===== src/rtl/soc_msp430_dac_spi_if.sv =====
// -----------------------------------------------------------------------------
// soc_msp430_dac_spi_if
// Producer-side word handshake for the DAC SPI master.
//   dac_val_i : 12-bit sample value
//   dac_cfg_i : 4-bit control nibble (frame bits [15:12])
//   dac_vld_i : producer word valid
//   dac_rdy_o : block can accept a word
// master = producer (MSP430 register / DMA side), slave = soc_msp430_dac_spi.
// -----------------------------------------------------------------------------
interface soc_msp430_dac_spi_if;
   logic [11:0] dac_val_i;
   logic [3:0]  dac_cfg_i;
   logic        dac_vld_i;
   logic        dac_rdy_o;

   modport master (output dac_val_i, output dac_cfg_i, output dac_vld_i,
                   input  dac_rdy_o);
   modport slave  (input  dac_val_i, input  dac_cfg_i, input  dac_vld_i,
                   output dac_rdy_o);
endinterface


===== src/rtl/soc_msp430_dac_spi.sv =====
// -----------------------------------------------------------------------------
// soc_msp430_dac_spi
// SPI master serialising {cfg,val} 16-bit frames onto the 3-wire DAC link.
// One pending word slot lets frames run back-to-back.
//   mclk        : system clock
//   puc_rst     : asynchronous active-high reset
//   prod        : producer handshake (val/cfg/vld in, rdy out)
//   clk_div_i   : sclk half-period = clk_div_i+1 mclk cycles (sampled per frame)
//   busy_o      : frame in progress (LEAD/DATA/TRAIL)
//   done_o      : one-cycle pulse in the final mclk cycle of TRAIL
//   dac_din     : serial data, MSB first
//   dac_sclk    : serial clock, idles high, falls mid-slot
//   dac_sync_n  : frame sync, low only during the 16 DATA slots
// -----------------------------------------------------------------------------
module soc_msp430_dac_spi #(
   parameter int DIV_W = 8
) (
   input  logic                 mclk,
   input  logic                 puc_rst,
   soc_msp430_dac_spi_if.slave  prod,
   input  logic [DIV_W-1:0]     clk_div_i,
   output logic                 busy_o,
   output logic                 done_o,
   output logic                 dac_din,
   output logic                 dac_sclk,
   output logic                 dac_sync_n
);

   // Wide enough for H = 2^DIV_W and for the slot counter up to 2H-1.
   localparam int CW = DIV_W + 2;

   typedef enum logic [1:0] {IDLE, LEAD, DATA, TRAIL} state_t;

   state_t          r_state, w_state_n;
   logic [CW-1:0]   r_cnt,   w_cnt_n;
   logic [CW-1:0]   r_h,     w_h_n;
   logic [3:0]      r_bit,   w_bit_n;
   logic [15:0]     r_shift, w_shift_n;
   logic            r_pend_full, w_pend_full_n;
   logic [15:0]     r_pend;
   logic            r_rdy, r_busy, r_done, r_din, r_sclk, r_sync_n;

   logic [CW-1:0]   w_last, w_last_n, w_h_new;
   logic            w_slot_end, w_accept, w_load, w_load_pred;

   assign w_last     = {r_h[CW-2:0], 1'b0} - CW'(1);
   assign w_slot_end = (r_cnt == w_last);
   assign w_accept   = prod.dac_vld_i & r_rdy;
   assign w_load     = r_pend_full &
                       ((r_state == IDLE) | ((r_state == TRAIL) & w_slot_end));
   assign w_h_new    = CW'(clk_div_i) + CW'(1);

   // Next-state / datapath
   always_comb begin
      w_state_n = r_state;
      w_cnt_n   = r_cnt;
      w_h_n     = r_h;
      w_bit_n   = r_bit;
      w_shift_n = r_shift;

      if (r_state != IDLE)
         w_cnt_n = w_slot_end ? '0 : r_cnt + CW'(1);

      case (r_state)
         LEAD: if (w_slot_end) begin
            w_state_n = DATA;
            w_bit_n   = 4'd15;
         end
         DATA: if (w_slot_end) begin
            if (r_bit == 4'd0) begin
               w_state_n = TRAIL;
            end else begin
               w_bit_n   = r_bit - 4'd1;
               w_shift_n = {r_shift[14:0], 1'b0};
            end
         end
         TRAIL: if (w_slot_end) w_state_n = IDLE;
         default: ;
      endcase

      // Loading a new frame overrides the plain TRAIL->IDLE exit.
      if (w_load) begin
         w_state_n = LEAD;
         w_cnt_n   = '0;
         w_h_n     = w_h_new;
         w_shift_n = r_pend;
      end
   end

   assign w_pend_full_n = w_accept | (r_pend_full & ~w_load);
   assign w_last_n      = {w_h_n[CW-2:0], 1'b0} - CW'(1);
   // The slot is guaranteed to be freed on the next edge in these cases, so
   // a word offered then is taken on that same (freeing) edge.
   assign w_load_pred   = (w_state_n == IDLE) |
                          ((w_state_n == TRAIL) & (w_cnt_n == w_last_n));

   always_ff @(posedge mclk or posedge puc_rst) begin
      if (puc_rst) begin
         r_state     <= IDLE;
         r_cnt       <= '0;
         r_h         <= CW'(1);
         r_bit       <= '0;
         r_shift     <= '0;
         r_pend_full <= 1'b0;
         r_pend      <= '0;
         r_rdy       <= 1'b1;
         r_busy      <= 1'b0;
         r_done      <= 1'b0;
         r_din       <= 1'b0;
         r_sclk      <= 1'b1;
         r_sync_n    <= 1'b1;
      end else begin
         r_state     <= w_state_n;
         r_cnt       <= w_cnt_n;
         r_h         <= w_h_n;
         r_bit       <= w_bit_n;
         r_shift     <= w_shift_n;
         r_pend_full <= w_pend_full_n;
         if (w_accept) r_pend <= {prod.dac_cfg_i, prod.dac_val_i};
         r_rdy       <= ~w_pend_full_n | w_load_pred;
         // Pins are registered from next-state so they never glitch.
         r_busy      <= (w_state_n != IDLE);
         r_done      <= (w_state_n == TRAIL) & (w_cnt_n == w_last_n);
         r_sclk      <= (w_state_n == IDLE) | (w_cnt_n < w_h_n);
         r_sync_n    <= (w_state_n != DATA);
         r_din       <= (w_state_n == DATA) & w_shift_n[15];
      end
   end

   assign prod.dac_rdy_o = r_rdy;
   assign busy_o         = r_busy;
   assign done_o         = r_done;
   assign dac_din        = r_din;
   assign dac_sclk       = r_sclk;
   assign dac_sync_n     = r_sync_n;

endmodule


===== src/flat_wrapper.sv =====
// flat-port wrapper written by rule: the top's interface ports become plain ports
module soc_msp430_dac_spi_flat 
#(
   parameter int DIV_W = 8
)
  (mclk, puc_rst, clk_div_i, busy_o, done_o, dac_din, dac_sclk, dac_sync_n, prod_dac_val_i, prod_dac_cfg_i, prod_dac_vld_i, prod_dac_rdy_o);
  soc_msp430_dac_spi_if prod_i ();
  input  logic mclk;
  input  logic puc_rst;
  input  logic [DIV_W-1:0] clk_div_i;
  output logic busy_o;
  output logic done_o;
  output logic dac_din;
  output logic dac_sclk;
  output logic dac_sync_n;
  input wire logic [$bits(prod_i.dac_val_i)-1:0] prod_dac_val_i;
  input wire logic [$bits(prod_i.dac_cfg_i)-1:0] prod_dac_cfg_i;
  input wire logic [$bits(prod_i.dac_vld_i)-1:0] prod_dac_vld_i;
  output wire logic [$bits(prod_i.dac_rdy_o)-1:0] prod_dac_rdy_o;
  assign prod_i.dac_val_i = prod_dac_val_i;
  assign prod_i.dac_cfg_i = prod_dac_cfg_i;
  assign prod_i.dac_vld_i = prod_dac_vld_i;
  assign prod_dac_rdy_o = prod_i.dac_rdy_o;
  soc_msp430_dac_spi #(.DIV_W(DIV_W)) u_core (.mclk(mclk), .puc_rst(puc_rst), .prod(prod_i), .clk_div_i(clk_div_i), .busy_o(busy_o), .done_o(done_o), .dac_din(dac_din), .dac_sclk(dac_sclk), .dac_sync_n(dac_sync_n));
endmodule

===== config.mk =====
export PLATFORM = sky130hd
export DESIGN_NAME = soc_msp430_dac_spi_flat
export DESIGN_NICKNAME = d
export VERILOG_FILES = /design/src/rtl/soc_msp430_dac_spi_if.sv /design/src/rtl/soc_msp430_dac_spi.sv /design/src/flat_wrapper.sv
export SDC_FILE = /design/constraint.sdc
export NUM_CORES = 1
export LEC_CHECK = 0
export ABC_CLOCK_PERIOD_IN_PS = 5000
export BUFFER_PORTS_ARGS = -buffer_cell sky130_fd_sc_hd__buf_2
export CELL_PAD_IN_SITES_DETAIL_PLACEMENT = 0
export CELL_PAD_IN_SITES_GLOBAL_PLACEMENT = 1
export CORE_MARGIN = 2
export CORE_UTILIZATION = 40
export DETAILED_ROUTE_END_ITERATION = 10
export PLACE_DENSITY_LB_ADDON = 0.1
export SETUP_SLACK_MARGIN = 0.5
export SKIP_LAST_GASP = 1
export SYNTH_ARGS = -nofsm -noshare
export SYNTH_HDL_FRONTEND = slang
export SYNTH_SLANG_ARGS = --single-unit

===== constraint.sdc =====
create_clock -name mclk -period 5 [get_ports mclk]
set_input_delay 1 -clock mclk [delete_from_list [all_inputs] [get_ports mclk]]
set_output_delay 1 -clock mclk [all_outputs]
set_load 0.02 [all_outputs]

==> flow_metrics.env <==
export IMPL_place_congestion=0.863
export IMPL_grt_max_degree=38
export IMPL_post_route_min_period_ns=4.30
export IMPL_num_rows=37
export IMPL_cp_start_kind="flop"
export IMPL_nFillCells=1019
export IMPL_synth_top_area_share=0.363
export IMPL_tritoncts="built"
export IMPL_cts_buffers=9
export IMPL_hold_path_class="reg -> reg"
export IMPL_design_area_um2=4830
export IMPL_htree_levels=3
export IMPL_diodes=0
export IMPL_yosys_top_cells_count="dfrtp_1, nand2_1, nor2_1, inv_1, o21ai_0"
export IMPL_place_area_um2=4520
export IMPL_cp_max_fo=9
export IMPL_synth_edff_count=0
export IMPL_yosys_top_cells_area="dfrtp_1, nand2_1, mux2_2"
export IMPL_final_layout_size_suffix_gt1_frac=0.236
export IMPL_cp_required_ns=5.27
export IMPL_area_delta_synth_final_pct=14.7
export IMPL_clock_latency_ns=0.35
export IMPL_path_clk_slew_ns=0.09
export IMPL_drt_total_wl_mm=11.5
export IMPL_synth_cell_types=73
export IMPL_timing_setup_tns_ns=0
export IMPL_power_density_nw_per_um2=618
export IMPL_drtAntennaViolNets=0
export IMPL_reg2reg_from="u_core.r_h[0]"
export IMPL_core_um2=10300
export IMPL_syn_nets=485
export IMPL_grt_pass1_vias=3412
export IMPL_hold_viol=0
export IMPL_fp_dieArea_um2=11400
export IMPL_overflow=0
export IMPL_viasPerCell=5.63
export IMPL_cts_root_buffer_cell="clkbuf_8"
export IMPL_antenna_found_initial=0
export IMPL_yosysTopAreaCell="dfrtp_1"
export IMPL_fin_nets=524
export IMPL_relSlewSlack=0.409
export IMPL_grt_pass1_wl_mm=18.7
export IMPL_async_flop_share=1.00
export IMPL_numClockSinks=65
export IMPL_firstDrtPassIters=4
export IMPL_drtIter0Drc=241
export IMPL_whs_ns=0.482
export IMPL_endpoint_kind="flop"
export IMPL_place_hpwl_mm=8.68
export IMPL_rsz0062_at_grt="no"
export IMPL_synthCells=444
export IMPL_yosysWarnings=0
export IMPL_die_h_um=107
export IMPL_io_pins=33
export IMPL_syn_cell_area_um2=4210
export IMPL_worst_setup_path_type="reg -> reg"
export IMPL_fin_skew_ns=0.0157
export IMPL_track_usage=0.214
export IMPL_min_period_over_period=0.861
export IMPL_vias=3515
export IMPL_ir_drop_mv=0.220
export IMPL_setup_worst_path_start="u_core.r_h[0]"
export IMPL_avgSynthCellArea_um2=9.48
export IMPL_synth_seq_area_share=0.388
export IMPL_maxCapViolCount=0
export IMPL_report_final_slew_viol_count=0
export IMPL_p_leak_nw=2.08
export IMPL_ys_seq_elements=65
export IMPL_setup_viol=0
export IMPL_ys_flop_type="dfrtp_1"
export IMPL_status="finished, final reports clean"
export IMPL_die_w_um=107
export IMPL_wl_per_cell_um=18.4
export IMPL_max_slew_worst_pin_slew_ns=0.883
export IMPL_drc_errors=0
export IMPL_initial_utilization=0.409
export IMPL_cts_buffer_depth=2
export IMPL_crit_arrival_ns=4.57
export IMPL_fmax_mhz=232
export IMPL_yosysMostFrequentCell="dfrtp_1"
export IMPL_min_from="u_core.r_h[9]"
export IMPL_io_buffers=32
[critical path, cell delays in order (launching register included)]
cell	delay (ns)
dfstp_2	0.40
inv_2	0.08
ha_4	0.17
or4b_4	0.46
or3_1	0.39
a221o_2	0.41
a211o_4	0.38
o21ai_4	0.27
a21oi_1	0.18
ha_2	0.25
and3_1	0.18
or3_1	0.34
a211oi_1	0.27
o211ai_1	0.17
o31ai_1	0.26
[power breakdown]
part	switching, mW	internal [mW]	total (mW)
Sequential	0.234	0.740	0.974
Combinational	0.879	0.662	1.54
Clock	0.223	0.245	0.468
[worst paths after layout]
kind | to | slack (ns) | cells after the start
worst max-delay path | u_core.prod.dac_rdy_o | 0.70 | 14
worst min-delay path | u_core.r_h[9] | 0.48 | 2
worst max register to register | u_core.prod.dac_rdy_o | 0.70 | 14
worst min register to register | u_core.r_h[9] | 0.48 | 2
max in group asynchronous | u_core.dac_sync_n | 3.35 | 3
min in group asynchronous | u_core.r_cnt[2] | 0.72 | 2
[layout make-up]
| class | instances | area (um2) | share of cell area |
|---|---|---|---|
| clock buffers | 10 | 138 | 0.0285 |
| clock inverters | 6 | 65.1 | 0.0135 |
| flip-flops and latches | 65 | 1630 | 0.338 |
| well taps | 136 | 170 | 0.0353 |
| inverters | 25 | 93.8 | 0.0194 |
| multi-input cells | 332 | 2430 | 0.504 |
| repair buffers | 50 | 295 | 0.0612 |
[per-layer routing]
layer	part of all wire	track usage	vias up
li1	-	-	1692
met1	0.46	0.296	1709
met2	0.47	0.347	89
met3	0.037	0.0294	25
met4	0.031	0.0668	0
met5	0	0	-
[metrics by stage]
step,setup WS (ns),power (mW),std cells,util
after detailed placement,0.267,2.44,601,0.440
after global placement,0.399,2.44,601,0.440
after floorplan,0.501,2.04,444,-
final,0.696,2.98,624,0.470
after global routing,0.500,3.21,624,0.470
after CTS,0.518,2.93,617,0.462
[cell families (layout without fill, tap and decap cells)]
family / Yosys count / after routing / synth area share
buffers and inverters: 47 / 91 / 0.0467
adder cells (fa/ha/maj): 14 / 14 / 0.0416
AO/OA/AOI/OAI: 110 / 110 / 0.214
XOR/XNOR: 32 / 32 / 0.0731
AND/OR/NAND/NOR: 154 / 154 / 0.179
multiplexers: 22 / 22 / 0.0574
flip-flops: 65 / 65 / 0.388
[repair_timing]
item,CTS,global route
setup endpoints to repair,3,3
pin swaps,1,6
gates resized for setup,6,9
setup buffers,0,7
hold buffers,0,0
[cells in the final DEF, fill, tap and decap left out, types with 4 or more instances in the layout]
cell	Yosys	final
clkbuf_8	0	10
mux2i_1	5	5
ha_1	14	12
or3_1	5	5
dfstp_2	4	4
mux2_2	17	17
a211oi_1	5	4
nand4_1	5	5
nor3_1	10	10
buf_2	2	32
a21oi_1	12	11
nand3_1	13	13
o21ai_0	19	17
nand2_1	59	59
xor2_1	14	14
dfrtp_1	61	61
inv_1	25	22
and2_1	9	9
a22oi_1	17	17
buf_4	0	18
nor2_1	26	25
xnor2_1	16	16
a21o_1	4	4
nor2b_1	6	6
o31ai_1	4	4
[sequential cells by signal, indices dropped and copies added, names as in the netlist]
register	count
u_core.r_cnt	10
u_core.prod.dac_rdy_o	1
u_core.busy_o	1
u_core.r_pend_full	1
u_core.r_pend	16
u_core.dac_sclk	1
u_core.r_state	2
u_core.r_h	10
u_core.dac_din	1
u_core.dac_sync_n	1
u_core.r_bit	4
u_core.r_shift	16
u_core.done_o	1
Note: power is estimated with default switching activity, not from simulation.
